File: src/rtl/cmd_master_sequencer_if.sv
// Command physical-layer link between the command master sequencer and cmd_phys.
// The master drives the request/acknowledge strobes and the outgoing frame;
// the slave (cmd_phys) returns its acknowledge, response strobe and response.
interface cmd_master_sequencer_if;
    logic        strobe_to_phys;
    logic        ack_to_phys;
    logic        idle_to_phys;
    logic [39:0] cmd_to_send;
    logic        ack_from_phys;
    logic        strobe_from_phys;
    logic [39:0] response_in;

    modport master (
        output strobe_to_phys,
        output ack_to_phys,
        output idle_to_phys,
        output cmd_to_send,
        input  ack_from_phys,
        input  strobe_from_phys,
        input  response_in
    );

    modport slave (
        input  strobe_to_phys,
        input  ack_to_phys,
        input  idle_to_phys,
        input  cmd_to_send,
        output ack_from_phys,
        output strobe_from_phys,
        output response_in
    );
endinterface

File: src/rtl/cmd_master_sequencer.sv
// SD command master sequencer: builds the 40-bit command frame, hands it to
// cmd_phys with a strobe/ack handshake, optionally waits for the response
// under a saturating timeout, and reports response plus status to the host.
module cmd_master_sequencer #(
    parameter int                   TIMEOUT_W   = 16,
    parameter logic [TIMEOUT_W-1:0] TIMEOUT_DEF = TIMEOUT_W'(64)
) (
    input  logic                 sd_clock,
    input  logic                 reset,
    input  logic                 new_cmd,
    input  logic [5:0]           cmd_index,
    input  logic [31:0]          cmd_argument,
    input  logic                 expect_resp,
    input  logic [TIMEOUT_W-1:0] timeout_value,
    output logic                 busy,
    output logic                 cmd_complete,
    output logic                 timeout_error,
    output logic                 index_error,
    output logic [39:0]          response_out,
    cmd_master_sequencer_if.master phy
);

    typedef enum logic [2:0] {
        IDLE,
        SEND,
        WAIT_ACK_LOW,
        WAIT_RESP,
        ACK_RESP,
        DONE
    } state_t;

    state_t               state;
    logic [TIMEOUT_W-1:0] timer;
    logic [TIMEOUT_W-1:0] limit;
    logic [5:0]           index_q;
    logic                 expect_q;

    // Transaction FSM; every output is a register updated alongside the state.
    // NOTE: all state here uses non-blocking assignments so every register
    // samples pre-edge values; there is no memory array, so every register
    // gets an async reset value.
    always_ff @(posedge sd_clock or posedge reset) begin
        if (reset) begin
            state              <= IDLE;
            timer              <= '0;
            limit              <= TIMEOUT_DEF;
            index_q            <= '0;
            expect_q           <= 1'b0;
            busy               <= 1'b0;
            cmd_complete       <= 1'b0;
            timeout_error      <= 1'b0;
            index_error        <= 1'b0;
            response_out       <= '0;
            phy.strobe_to_phys <= 1'b0;
            phy.ack_to_phys    <= 1'b0;
            phy.idle_to_phys   <= 1'b1;
            phy.cmd_to_send    <= '0;
        end else begin
            // Completion is a single-cycle pulse unless re-armed below.
            cmd_complete <= 1'b0;

            case (state)
                IDLE: begin
                    phy.idle_to_phys <= 1'b1;
                    if (new_cmd) begin
                        phy.cmd_to_send    <= {1'b0, 1'b1, cmd_index, cmd_argument};
                        index_q            <= cmd_index;
                        expect_q           <= expect_resp;
                        limit              <= (timeout_value == '0) ? TIMEOUT_DEF : timeout_value;
                        timeout_error      <= 1'b0;
                        index_error        <= 1'b0;
                        busy               <= 1'b1;
                        phy.strobe_to_phys <= 1'b1;
                        phy.idle_to_phys   <= 1'b0;
                        state              <= SEND;
                    end
                end

                SEND: begin
                    if (phy.ack_from_phys) begin
                        phy.strobe_to_phys <= 1'b0;
                        state              <= WAIT_ACK_LOW;
                    end
                end

                WAIT_ACK_LOW: begin
                    if (!phy.ack_from_phys) begin
                        if (expect_q) begin
                            timer <= '0;
                            state <= WAIT_RESP;
                        end else begin
                            cmd_complete     <= 1'b1;
                            phy.idle_to_phys <= 1'b1;
                            state            <= DONE;
                        end
                    end
                end

                WAIT_RESP: begin
                    // Saturate rather than wrap so a huge limit can never alias.
                    if (timer != '1)
                        timer <= timer + TIMEOUT_W'(1);
                    // A response arriving on the expiry cycle is still accepted.
                    if (phy.strobe_from_phys) begin
                        response_out    <= phy.response_in;
                        index_error     <= (phy.response_in[37:32] != index_q);
                        phy.ack_to_phys <= 1'b1;
                        state           <= ACK_RESP;
                    end else if (timer == limit - TIMEOUT_W'(1)) begin
                        timeout_error    <= 1'b1;
                        cmd_complete     <= 1'b1;
                        phy.idle_to_phys <= 1'b1;
                        state            <= DONE;
                    end
                end

                ACK_RESP: begin
                    if (!phy.strobe_from_phys) begin
                        phy.ack_to_phys  <= 1'b0;
                        cmd_complete     <= 1'b1;
                        phy.idle_to_phys <= 1'b1;
                        state            <= DONE;
                    end
                end

                DONE: begin
                    busy             <= 1'b0;
                    phy.idle_to_phys <= 1'b1;
                    state            <= IDLE;
                end

                default: state <= IDLE;
            endcase
        end
    end

endmodule

File: src/flat_wrapper.sv
// flat-port wrapper written by rule: the top's interface ports become plain ports
module cmd_master_sequencer_flat 
#(
    parameter int                   TIMEOUT_W   = 16,
    parameter logic [TIMEOUT_W-1:0] TIMEOUT_DEF = TIMEOUT_W'(64)
)
  (sd_clock, reset, new_cmd, cmd_index, cmd_argument, expect_resp, timeout_value, busy, cmd_complete, timeout_error, index_error, response_out, phy_strobe_to_phys, phy_ack_to_phys, phy_idle_to_phys, phy_cmd_to_send, phy_ack_from_phys, phy_strobe_from_phys, phy_response_in);
  cmd_master_sequencer_if phy_i ();
  input  logic sd_clock;
  input  logic reset;
  input  logic new_cmd;
  input  logic [5:0] cmd_index;
  input  logic [31:0] cmd_argument;
  input  logic expect_resp;
  input  logic [TIMEOUT_W-1:0] timeout_value;
  output logic busy;
  output logic cmd_complete;
  output logic timeout_error;
  output logic index_error;
  output logic [39:0] response_out;
  output wire logic [$bits(phy_i.strobe_to_phys)-1:0] phy_strobe_to_phys;
  output wire logic [$bits(phy_i.ack_to_phys)-1:0] phy_ack_to_phys;
  output wire logic [$bits(phy_i.idle_to_phys)-1:0] phy_idle_to_phys;
  output wire logic [$bits(phy_i.cmd_to_send)-1:0] phy_cmd_to_send;
  input wire logic [$bits(phy_i.ack_from_phys)-1:0] phy_ack_from_phys;
  input wire logic [$bits(phy_i.strobe_from_phys)-1:0] phy_strobe_from_phys;
  input wire logic [$bits(phy_i.response_in)-1:0] phy_response_in;
  assign phy_strobe_to_phys = phy_i.strobe_to_phys;
  assign phy_ack_to_phys = phy_i.ack_to_phys;
  assign phy_idle_to_phys = phy_i.idle_to_phys;
  assign phy_cmd_to_send = phy_i.cmd_to_send;
  assign phy_i.ack_from_phys = phy_ack_from_phys;
  assign phy_i.strobe_from_phys = phy_strobe_from_phys;
  assign phy_i.response_in = phy_response_in;
  cmd_master_sequencer #(.TIMEOUT_W(TIMEOUT_W), .TIMEOUT_DEF(TIMEOUT_DEF)) u_core (.sd_clock(sd_clock), .reset(reset), .new_cmd(new_cmd), .cmd_index(cmd_index), .cmd_argument(cmd_argument), .expect_resp(expect_resp), .timeout_value(timeout_value), .busy(busy), .cmd_complete(cmd_complete), .timeout_error(timeout_error), .index_error(index_error), .response_out(response_out), .phy(phy_i));
endmodule
File: config.mk
export PLATFORM = sky130hd
export DESIGN_NAME = cmd_master_sequencer_flat
export DESIGN_NICKNAME = d
export VERILOG_FILES = /design/src/rtl/cmd_master_sequencer_if.sv /design/src/rtl/cmd_master_sequencer.sv /design/src/flat_wrapper.sv
export SDC_FILE = /design/constraint.sdc
export NUM_CORES = 1
export LEC_CHECK = 0
export ABC_AREA = 0
export CORE_UTILIZATION = 42
export CTS_CLUSTER_SIZE = 28
export DETAILED_ROUTE_END_ITERATION = 6
export PLACE_DENSITY = 0.77
export SLEW_MARGIN = 30
export SYNTH_ARGS = -nofsm -noshare
export SYNTH_HDL_FRONTEND = slang
export SYNTH_SLANG_ARGS = --single-unit
export TNS_END_PERCENT = 10
File: constraint.sdc
create_clock -name sd_clock -period 4 [get_ports sd_clock]
set_input_delay 0.8 -clock sd_clock [delete_from_list [all_inputs] [get_ports sd_clock]]
set_output_delay 0.8 -clock sd_clock [all_outputs]
set_load 0.005 [all_outputs]
==> results of run 1 <==
==> worst register-to-register path: stages, from the launching register on <==
cell and delay, ps:
sky130_fd_sc_hd__dfrtp_1 490, sky130_fd_sc_hd__or4_4 620, sky130_fd_sc_hd__nor4_2 360, sky130_fd_sc_hd__nand3_1 150
sky130_fd_sc_hd__a211oi_2 420, sky130_fd_sc_hd__nand3b_1 130, sky130_fd_sc_hd__o22a_1 190
==> area by class of cell <==
class / count / share of cell area (%)
clock inverters: 12 / 2.23
multi-input cells: 421 / 29.6
flip-flops and latches: 122 / 36.8
repair buffers: 188 / 22.8
well taps: 176 / 2.66
clock buffers: 20 / 5.51
inverters: 8 / 0.407
==> metrics by stage <==
stage          cells  hold WS [ps]
3_3_place_gp     915           450
5_1_grt          947           496
4_1_cts          947           476
2_1_floorplan    581           459
3_5_place_dp     915           462
6_report         947           472
==> routing by layer <==
| metal | track usage [%] | vias to the layer above |
|---|---|---|
| li1 | - | 2315 |
| met5 | 0 | - |
| met2 | 36.9 | 180 |
| met4 | 12.3 | 0 |
| met1 | 25.4 | 2320 |
| met3 | 7.90 | 35 |
==> how the worst max path moves through the flow <==
stage,start,to,slack (ps),cells after the start
4_1_cts,u_core.state[0]$_DFFE_PP0P_,u_core.response_out[11]$_DFFE_PP0P_,1440,4
3_3_place_gp,new_cmd,u_core.index_error$_DFFE_PP0P_,1220,5
5_1_grt,u_core.limit[4]$_DFFE_PP0P_,u_core.state[1]$_DFFE_PP0P_,1360,6
6_report,u_core.limit[4]$_DFFE_PP0P_,u_core.state[1]$_DFFE_PP0P_,1520,6
2_1_floorplan,reset,u_core.busy$_DFFE_PP0P_,1700,1
3_5_place_dp,new_cmd,u_core.index_error$_DFFE_PP0P_,1180,5
==> sequential cells by signal (all words and copies together), names as in the netlist <==
register                   cells
u_core.cmd_complete            1
u_core.expect_q                1
u_core.timer                  16
u_core.index_q                 5
u_core.index_error             1
u_core.timeout_error           1
u_core.response_out           40
u_core.state                   3
u_core.phy.idle_to_phys        1
u_core.phy.ack_to_phys         1
u_core.limit                  16
u_core.phy.strobe_to_phys      1
u_core.phy.cmd_to_send        34
u_core.busy                    1
==> report_power, final <==
part           switching (mW)  internal, mW  total (mW)  leakage, nW
combinational            1.02          1.34        2.36         1.82
clock                   0.582          1.08        1.67        0.312
sequential              0.429          1.76        2.18         1.51
==> logic make-up after synthesis <==
logic type | share of synthesized area (%)
AND/OR/NAND/NOR | 21.5
flip-flops | 54.1
AO/OA/AOI/OAI | 7.93
multiplexers | 7.97
buffers and inverters | 2.79
XOR/XNOR | 5.20
adder cells (fa/ha/maj) | 0.443
other | 0.0664
==> cell usage in the layout, fill, tap and decap left out, drive strengths merged, types with 3 or more instances in the layout <==
cell type      instances
o41ai                  4
nor2b                  3
nand2b                 6
dfrtp                120
bufinv                 4
o31ai                  6
buf                    3
a21o                   3
clkinv                 3
nor2                  27
or2                    3
nand2                180
nor4                   8
a21oi                  9
xor2                  14
inv                   11
clkdlybuf4s50        185
xnor2                 17
nand4                  5
nand3                 17
clkbuf                20
or4                    3
o21ai                 31
nand3b                 3
mux2                  40
nor3                  11
==> results summary, run 1 <==
The worst clock skew is between 5 and 6 ps. The die is 118 um tall. The origin of the critical flop-to-flop path is u_core.limit[4]$_DFFE_PP0P_. CTS built an H-tree with a depth of 4. sky130_fd_sc_hd__dfrtp_1 takes more of the synthesized area than any other cell.

The highest net fanout along the worst path is 10. Timing analysis after detailed placement gives a worst setup slack of approximately 1200 ps. The total die area came out at 13900 um^2. The worst setup path is launched from a register. After synthesis, the share of flip-flops with an asynchronous set or reset is 100%. The number of vias in the routed layout is slightly below 5000.

The largest net degree at the start of global routing came out at 85. Summed over all layers, the routed wires come to 14900 um. The via count of the first global-routing pass came out at between 4000 and 5000. In the final timing run, aggregate negative setup slack is 0 ps. The worst endpoint required time came out at 4300 ps.

The delay of the slowest critical-path stage came out at between 600 and 700 ps. The total DRC errors in the routed layout came out at 0. Walking the worst path, the cells encountered are or4_4, nor4_2, nand3_1, a211oi_2, nand3b_1, o22a_1. On the critical path, the stage with the largest delay is an instance of sky130_fd_sc_hd__or4_4. The post-route netlist has about an eighth of its cells at a drive strength greater than 1.

The period utilization is between 60% and 70%. By area the synthesized netlist is led by sky130_fd_sc_hd__dfrtp_1 53%, sky130_fd_sc_hd__nand2_1 12%, sky130_fd_sc_hd__mux2_2 8.0%. The placed instance area is 7640 um^2. The amount of wire on met3 after detailed routing came out at 1160 um.

The cell count after synthesis came out at 581. The floorplan row count is 42. From synthesis to final layout, the design area changed by 46.8%. The layout filler cell count is 1036. For hold timing, the worst endpoint is u_core.phy.cmd_to_send[28]$_DFFE_PP0P_. The cell leakage power came out at 3.64 nW.

The maximum operating frequency is ~400 MHz. The placed wire-length estimate after detailed placement is 10400 um. The worst register-to-register path has a depth of 6. The first-pass detailed-route iteration total is 4.

The synthesis warning total is 0. The final standard cell area without fillers is 8290 um^2. The most frequent cell after synthesis is sky130_fd_sc_hd__nand2_1. The post-CTS resize count came out at 0. The remaining max-slew budget at the tightest pin came out at approximately half.

The area of the core is about 13000 um^2. The power density over the cells is between 700 and 800 nW/um^2. The max-slew violation total from the final report is 0. The area of the multi-input gates is 2450 um^2.

The final count of hold timing violations came out at 0. In this run, distinct cell masters in the synthesized netlist total 55. The number of clock buffers inserted by TritonCTS is 17.

The global-route usage over all layers came out at between 20 and 25%. The worst setup path is captured at a register. Dividing the detail-routed wire length by the instance count gives roughly 16 um.

The weighted congestion at the end of routability-driven global placement came out at approximately 0.84. The detailed-route wire length on metal 1 is 5950 um. The category of the most critical setup path is register to register. The top-area cell type share of the netlist area came out at 53.2%.

The first-pass GRT wire length came out at 24400 um. For the pin with the worst max-slew slack, the measured transition is 763 ps. The number of cells on the worst hold path came out at 2. The number of antenna violations at the first check in global routing came out at 0. The prevailing post-synth register cell is sky130_fd_sc_hd__dfrtp_1.

The tree is rooted in a sky130_fd_sc_hd__clkbuf_16. The DRC marker count from the first detailed-route iteration is 179. Once detail routing completed, the nets flagged for antenna violations numbered 0. The count of hold buffers inserted by post-cts repair is 0. The final antenna diode count is 0. IR analysis of the VDD net gives a maximum drop of 0.000487 V. The count of input and output buffers came out at 185. The initial core utilization came out at 42.8%. The path class of the tightest hold or removal check is register to register. The synthesized area is ~5600 um^2. The final worst setup slack came out at roughly 1500 ps. The total of max-cap violations came out at 0.

The slack of the worst reg-to-reg path came out at 1520 ps. The utilization after layout came out at a little over three fifths. The worst path arrival time came out at 2780 ps. The horizontal die dimension came out at between 100 and 150 um. Setup repair after global routing left no endpoint under its margin.

The clock slew at the register clock pins of the worst setup and hold paths is 60 ps. The run finished with clean final reports. The via count normalized by instance count came out at 5.12.

The post-CTS setup buffer count came out at 0. The top cell family by delay on the critical path is simple AND/OR/NAND/NOR gates. The clock latency on the worst-skew pair came out at 410 ps.

The synthesized design contains 0 enable-type register cells. The overall power of the completed layout is between 6 and 7 mW. Counting instances in the post-synthesis netlist gives the leading cell types as 180 x sky130_fd_sc_hd__nand2_1, 120 x sky130_fd_sc_hd__dfrtp_1, 40 x sky130_fd_sc_hd__mux2_2. The worst hold path begins at u_core.phy.cmd_to_send[28]$_DFFE_PP0P_. The number of buffers between clock root and the deepest sink is 2.

In this run the count of I/O pins placed on the die edge is 187. The worst register-to-register path ends at u_core.state[1]$_DFFE_PP0P_. The average cell area after synthesis is 9.72 um^2. Together, buffers and inverters on the worst path number 0. Sequential elements use 54.1% of the synthesized area. The shortest clock period the worst path allows after layout came out at 2480 ps.

Clock tree synthesis found a total of 122 sinks. In this run the top signal layer used is met4. The final count of negative-setup-slack endpoints came out at 0. The CTS tree is built. In the final design database the tool counted 860 nets.

After detailed routing, the met2 layer carries 7300 um of wire. Counting every net in the synthesized netlist gives approximately 700. Global routing finished with a remaining overflow of 0. The sequential standard cell area is 3060 um^2. In this run, synthesis produced a sequential element count of approximately 120.
No activity file was read; power rests on OpenSTA's default activity.
==> inputs of run 2 (changes only) <==
--- a/config.mk
+++ b/config.mk
@@ -6,10 +6,10 @@
 export NUM_CORES = 1
 export LEC_CHECK = 0
 export ABC_AREA = 0
-export CORE_UTILIZATION = 42
+export CORE_UTILIZATION = 46
 export CTS_CLUSTER_SIZE = 28
 export DETAILED_ROUTE_END_ITERATION = 6
-export PLACE_DENSITY = 0.77
+export PLACE_DENSITY = 0.8
 export SLEW_MARGIN = 30
 export SYNTH_ARGS = -nofsm -noshare
 export SYNTH_HDL_FRONTEND = slang
==> constraint.sdc (replaced) <==
create_clock -name sd_clock -period 2.6 [get_ports sd_clock]
set_input_delay 0.52 -clock sd_clock [delete_from_list [all_inputs] [get_ports sd_clock]]
set_output_delay 0.52 -clock sd_clock [all_outputs]
set_load 0.005 [all_outputs]
==> run 2 against run 1 <==
Sequential power is 52% higher. First-iteration DRC count is 88% higher. Critical path depth stayed put. Final cell count is 2.2% lower. Combinational power is 64% higher. Total power is 51% higher.
==> results summary, run 2 (synthesized netlist as in run 1, its figures left out) <==
The type of destination of the critical path is a register. Per report_power, the combinational group accounts for 41.3% of the total. The number of nets in the finished design came out at 869. The via count of the first global-routing pass came out at 5088. The number of antenna violations at the first check in global routing came out at 0. The period utilization came out at between 90 and 100%. The commonest non-fill, non-tap cell in the layout is sky130_fd_sc_hd__clkdlybuf4s50_1. The total of max-cap violations came out at 0. The remaining max-slew budget at the tightest pin is 61.3%. The area added between synthesis and finish came out at 46.1%. The total buffers and inverters traversed by the critical path came out at 0. The shortest clock period the worst path allows after layout is 2350 ps. The max-slew violation total from the final report is 0. The total overflow reported by the global router came out at 0.

The final worst setup slack came out at 252 ps. Routability-driven placement finished with a final weighted congestion of 0.845. The number of buffers between clock root and the deepest sink came out at 2. After detailed routing, the total wire length is about 16000 um. The top cell types in the final layout, fill and taps aside, are 185 x sky130_fd_sc_hd__clkdlybuf4s50_1, 180 x sky130_fd_sc_hd__nand2_1, 120 x sky130_fd_sc_hd__dfrtp_1. The flow ran to the end, and the final reports show no timing, DRC or antenna violations. The largest net degree at the start of global routing came out at approximately 80.

The delay of the slowest critical-path stage came out at around 700 ps. TritonCTS built the clock tree. Setup repair after global routing left no endpoint under its margin. The share of post-route cells with drive strength above 1 came out at between 10 and 15%.

Power spread over the standard cell area amounts to 1130 nW/um^2. The area of the core is ~12000 um^2. The clock sink total came out at 122. Global routing used 9.32% of the available met3 tracks. The worst endpoint required time came out at roughly 2900 ps. The number of H-tree branching levels came out at 4. The routing usage on met1 came out at 30.1%. The first-pass detailed-route iteration total is 5. Post-CTS repair changed the size of 0 cells.

Grouping stages by cell kind, the critical path spends the most delay in simple AND/OR/NAND/NOR gates. Once the floorplan was initialized, standard cells occupied 47.0% of the core. The vertical die dimension is 113 um. The worst IR drop on VDD is 0.000699 V.

The count of hold buffers inserted by post-cts repair is 0. The finished layout holds roughly 930 standard cells, fillers aside. Detailed placement finished with a half-perimeter wire length of between 10000 and 15000 um. The maximum operating frequency came out at 426 MHz. Data arrives at the worst endpoint at about 2700 ps.

In this design, the critical path's most frequently occurring cell is sky130_fd_sc_hd__or4_1. The critical path goes through or4_1, or4_1, o311a_1, a21oi_2, nand3_2, o22a_1. The via count normalized by instance count came out at around 5.3. The utilization after layout came out at 68.7%. The flip-flop count of the largest register after layout came out at 40. The cell leakage power came out at 3.65 nW.

The total DRC errors in the routed layout is 0. For this design, the slowest cell found on the critical path is sky130_fd_sc_hd__or4_1. The analysis attributes to net switching a power of around 3.1 mW. The number of placed cells counting well taps came out at around 900. The DRC marker count from the first detailed-route iteration is 337. The post-CTS setup buffer count came out at 0. The horizontal die dimension is 113 um. Setup violations remaining at the end of the flow were counted as 0.

0 antenna diodes ended up in the layout. The worst setup path is of the register to register kind. The floorplan row count is 40. The number of vias in the routed layout came out at 4934. STA classifies the critical path startpoint as a register. The highest net fanout along the worst path came out at 7. The global-route usage over all layers is between 20% and 30%. The highest-utilization routing layer at the global route stage is met2. The number of clock buffers added by TritonCTS is 17. The total die area is roughly 13000 um^2. The first-pass GRT wire length came out at 25600 um. between 150 and 200 I/O pins were placed. The transition time of the tightest slew-check pin came out at 575 ps.

The largest registers in the layout are u_core.response_out: 40 flops, u_core.phy.cmd_to_send: 34 flops. The count of nets left with antenna violations after detail routing came out at 0. Cell internal power was estimated by the tool at 6.23 mW. The clock slew at the register clock pins of the worst setup and hold paths came out at 60 ps.

The count of input and output buffers is 185. The portion of total power attributed to the clock network is 23.4%. The path type of the worst min-delay path is register to register. Across the routed clock network, the largest skew measured is 6.97 ps. Ranked by flip-flop count, first place goes to u_core.response_out. Clock tree synthesis selected as its root buffer the cell sky130_fd_sc_hd__clkbuf_16. Net switching is around 33% of the power. The setup slack at placement came out at about 210 ps. Of the total power, registers draw 35.3%.

The final count of hold timing violations is 0. The clock latency on the worst-skew pair is 410 ps. The final total negative setup slack came out at 0 ps. Dividing the detail-routed wire length by the instance count gives between 15 and 20 um. The met2 routing resource usage after global routing is around 45%.

Final hold analysis gives a worst-case slack of 474 ps.
## run 2: final cells by class
cell class / instances / area (um^2)
clock buffer: 23 / 478
clock inverter: 8 / 70.1
fill: 893 / 3760
inverter: 8 / 33.8
multi-input combinational: 421 / 2440
sequential: 122 / 3060
tap: 147 / 184
timing repair buffer: 197 / 1990
## run 2: metrics by stage
stage	power, mW	cell area [um^2]
6_report	9.37	8260
2_1_floorplan	5.09	5650
3_3_place_gp	6.97	7710
3_5_place_dp	7.15	7710
4_1_cts	9.43	8260
5_1_grt	9.93	8260
## run 2: power by group through the flow
stage                     combinational, mW  sequential, mW  clock (mW)
after detailed placement               3.84            3.31           0
final                                  3.86            3.31        2.20
after global routing                   4.21            3.41        2.31
after CTS                              3.89            3.31        2.23
after global placement                 3.71            3.26           0
after floorplan                        1.85            3.25           0
## run 2: metal layers
layer,share of wire [%],vias up
met4,2.7,0
met5,0,-
li1,-,2331
met3,8.3,33
met2,51,185
met1,38,2385
## run 2: path summary, 6_finish.rpt
check	depth (start not counted)	to	startpoint	slack (ps)
worst max register to register	6	u_core.state[1]$_DFFE_PP0P_	u_core.limit[0]$_DFFE_PP0P_	250
min in group asynchronous	3	u_core.response_out[6]$_DFFE_PP0P_	reset	600
worst min-delay path	2	u_core.phy.cmd_to_send[17]$_DFFE_PP0P_	u_core.phy.cmd_to_send[17]$_DFFE_PP0P_	470
max in group asynchronous	3	u_core.phy.cmd_to_send[16]$_DFFE_PP0P_	reset	1540
worst max-delay path	6	u_core.state[1]$_DFFE_PP0P_	u_core.limit[0]$_DFFE_PP0P_	250
worst min register to register	2	u_core.phy.cmd_to_send[17]$_DFFE_PP0P_	u_core.phy.cmd_to_send[17]$_DFFE_PP0P_	470
## run 2: tightest hold or removal path, stage by stage (launching register included)
cell	delay (ps)
sky130_fd_sc_hd__dfrtp_1	340
sky130_fd_sc_hd__nand2_1	50
sky130_fd_sc_hd__nand2_1	50
==> inputs of run 3 (changes only) <==
--- a/config.mk
+++ b/config.mk
@@ -6,11 +6,11 @@
 export NUM_CORES = 1
 export LEC_CHECK = 0
 export ABC_AREA = 0
-export CORE_UTILIZATION = 46
+export CORE_UTILIZATION = 42
 export CTS_CLUSTER_SIZE = 28
 export DETAILED_ROUTE_END_ITERATION = 6
-export PLACE_DENSITY = 0.8
-export SLEW_MARGIN = 30
+export PLACE_DENSITY = 0.77
+export SLEW_MARGIN = 20
 export SYNTH_ARGS = -nofsm -noshare
 export SYNTH_HDL_FRONTEND = slang
 export SYNTH_SLANG_ARGS = --single-unit
==> constraint.sdc (replaced) <==
create_clock -name sd_clock -period 1.9 [get_ports sd_clock]
set_input_delay 0.38 -clock sd_clock [delete_from_list [all_inputs] [get_ports sd_clock]]
set_output_delay 0.38 -clock sd_clock [all_outputs]
set_load 0.005 [all_outputs]
==> run 3 against run 2 <==
The run now ends with setup timing left. Non-clock buffer count up 43. Clock power is 59% higher. Combinational power rose by 56%. First-iteration DRC count shrank 22%. Cell area is 7.1% higher. Final cell count grew 7.9%. Critical path depth rose by 1. Die area up 9.3%. Register-to-register slack worse by 450 ps. Worst hold slack got worse by 37 ps. Total power rose by 49%. Critical path type unchanged. Largest power group unchanged.
==> results summary, run 3 (synthesized netlist as in run 1, its figures left out) <==
The number of nets in the finished design is 912. The path type of the worst min-delay path is input port to async pin. The shortest clock period the worst path allows after layout came out at 2100 ps. Setup repair after global routing could not meet its margin everywhere. The largest register by flop count is u_core.response_out. The final standard cell area without fillers is 8840 um^2. The overall power of the completed layout came out at 13.9 mW.

The remaining max-slew budget at the tightest pin came out at 66.6%. The largest registers in the layout are u_core.response_out: 40 flops, u_core.phy.cmd_to_send: 34 flops. The clock slew at the register clock pins of the worst setup and hold paths came out at around 60 ps. The max-slew violation total from the final report was 0. The number of cell instances on the worst register-to-register path came out at 7. Setup violations remaining at the end of the flow were counted as 5. The total of max-cap violations is 0.

The worst endpoint required time came out at 2200 ps. The total die area is 13900 um^2. The highest net fanout along the worst path came out at 4. The number of clock buffers inserted by TritonCTS came out at 17. Tracing the worst setup path back leads to its startpoint at u_core.limit[1]$_DFFE_PP0P_. The top cell types in the final layout, fill and taps aside, are 184 x sky130_fd_sc_hd__clkdlybuf4s50_1, 179 x sky130_fd_sc_hd__nand2_1, 120 x sky130_fd_sc_hd__dfrtp_1. The first-pass GRT wire length is 25700 um. Leaving out fill and tap cells, the most frequent cell in the layout is sky130_fd_sc_hd__clkdlybuf4s50_1. The maximum operating frequency came out at between 400 and 500 MHz. Clock skew on the completed layout was measured at 5.97 ps. The detailed-route wire length per cell is 15.6 um. The count of nets left with antenna violations after detail routing came out at 0. From synthesis to final layout, the design area changed by 56.5%. The master cell of the clock root buffer is sky130_fd_sc_hd__clkbuf_16. Adding up every negative setup slack in the final design gives -763 ps. The final antenna diode count is 0.

For this run, design rule violations remaining after detail routing come to 0. The transition time of the tightest slew-check pin came out at about 500 ps. In this run the vertical extent of the chip is 118 um. Once layout is complete, the utilization of the core stands at 67.0%. The clock latency on the worst-skew pair came out at ~420 ps. The critical path is of the register to register type.

The total overflow reported by the global router is 0. The last element of the critical path is u_core.state[1]$_DFFE_PP0P_. The worst register-to-register path ends at u_core.state[1]$_DFFE_PP0P_. The DRC marker count from the first detailed-route iteration came out at 262. In the final layout, the multi-input gates occupy approximately 2500 um^2. The power density over the cells came out at between 1500 and 2000 nW/um^2.

The cell leakage power came out at 3.95 nW. The register with the most flip-flops in the layout has 40 of them. The slack of the worst reg-to-reg path is -200 ps.

The area of the core is approximately 13000 um^2. The setup slack at placement came out at -352 ps. The number of buffers between clock root and the deepest sink came out at 2. The placed wire-length estimate after detailed placement is about 11000 um. The finished layout holds 999 standard cells, fillers aside. The period utilization came out at 111%.

The number of ports placed on the die boundary came out at 187. The clock sink total is 122. The CTS tree is built. The number of placed cells counting well taps came out at 964. The floorplan row count is 42. The H-tree was split into 4 levels. The final worst hold slack came out at approximately 440 ps.

The sequential standard cell area came out at 3060 um^2. The final worst setup slack came out at -200 ps. The count of input and output buffers is 185. The share of post-route cells with drive strength above 1 came out at between 10% and 20%. The run finished, with violations left. The initial core utilization is between 40% and 50%. The placed instance area is 8060 um^2. The global-route usage over all layers came out at 23.4%. The largest net degree at the start of global routing is 82. The first detailed-routing pass took 7 iterations. In this run the critical register-to-register path is launched from u_core.limit[1]$_DFFE_PP0P_.

The worst path arrival time came out at around 2400 ps. The checks that failed: setup timing. The via count of the first global-routing pass came out at ~5200. The final routed wirelength across all metal layers is approximately 16000 um.

Measured along the x axis, the die boundary spans 118 um. The via count normalized by instance count came out at 5.07. STA classifies the critical path endpoint as a register.

After filler insertion, the fill cell instance count of the layout stands at 969. The final route contains 5066 vias. The final count of hold timing violations came out at 0. The worst setup path is launched from a register. Routability-driven placement finished with a final weighted congestion of 0.864. The worst IR drop on VDD came out at around 0.001 V. The number of antenna violations at the first check in global routing is 0.
-- run 3: cell type report --
| type | count | area share, % |
|---|---|---|
| clock buffers | 22 | 5.48 |
| inverters | 8 | 0.382 |
| flip-flops and latches | 122 | 34.6 |
| well taps | 176 | 2.49 |
| repair buffers | 240 | 26.4 |
| multi-input cells | 421 | 28.8 |
| clock inverters | 10 | 1.84 |
-- run 3: worst max-delay path, cell delays in order (launching register included) --
cell                       delay [ps]
sky130_fd_sc_hd__dfrtp_1          390
sky130_fd_sc_hd__or4_4            550
sky130_fd_sc_hd__buf_6            150
sky130_fd_sc_hd__nor4_4           160
sky130_fd_sc_hd__nand3_1          180
sky130_fd_sc_hd__a211oi_4         280
sky130_fd_sc_hd__nand3b_1         110
sky130_fd_sc_hd__o22a_1           170
-- run 3: worst min path at each step --
stage / startpoint / to / cells past startpoint
finish: reset / u_core.response_out[32]$_DFFE_PP0P_ / 3
global route: cmd_index[5] / u_core.phy.cmd_to_send[37]$_DFFE_PP0P_ / 3
CTS: reset / u_core.index_q[0]$_DFFE_PP0P_ / 3
detailed placement: u_core.phy.cmd_to_send[28]$_DFFE_PP0P_ / u_core.phy.cmd_to_send[28]$_DFFE_PP0P_ / 2
global placement: u_core.phy.cmd_to_send[38]$_DFFE_PP0P_ / u_core.phy.cmd_to_send[38]$_DFFE_PP0P_ / 1
floorplan: u_core.phy.cmd_to_send[38]$_DFFE_PP0P_ / u_core.phy.cmd_to_send[38]$_DFFE_PP0P_ / 1
-- run 3: layer usage --
layer  part of all wire, %  global-route usage (%)  wire [um]  vias to the layer above
met5                     0                       0          0                        -
met4                   2.1                    8.97        330                        0
met3                   6.8                    8.38       1060                       31
met2                    50                    38.6       7820                      169
met1                    41                    27.9       6320                     2451
li1                      -                       -          -                     2415
-- run 3: power by group --
| part | internal (mW) | leakage (nW) | switching, mW |
|---|---|---|---|
| clock network | 2.34 | 0.313 | 1.17 |
| logic | 3.40 | 2.12 | 2.62 |
| registers | 3.70 | 1.51 | 0.686 |
| total | 9.44 | 3.95 | 4.48 |
-- run 3: what timing repair did --
action / 4_1_cts / 5_1_grt
pin swaps: 10 / 2
buffers inserted: 2 / 1
hold buffers: 0 / 0
setup endpoints to repair: 5 / 20
gates resized for setup: 14 / 7
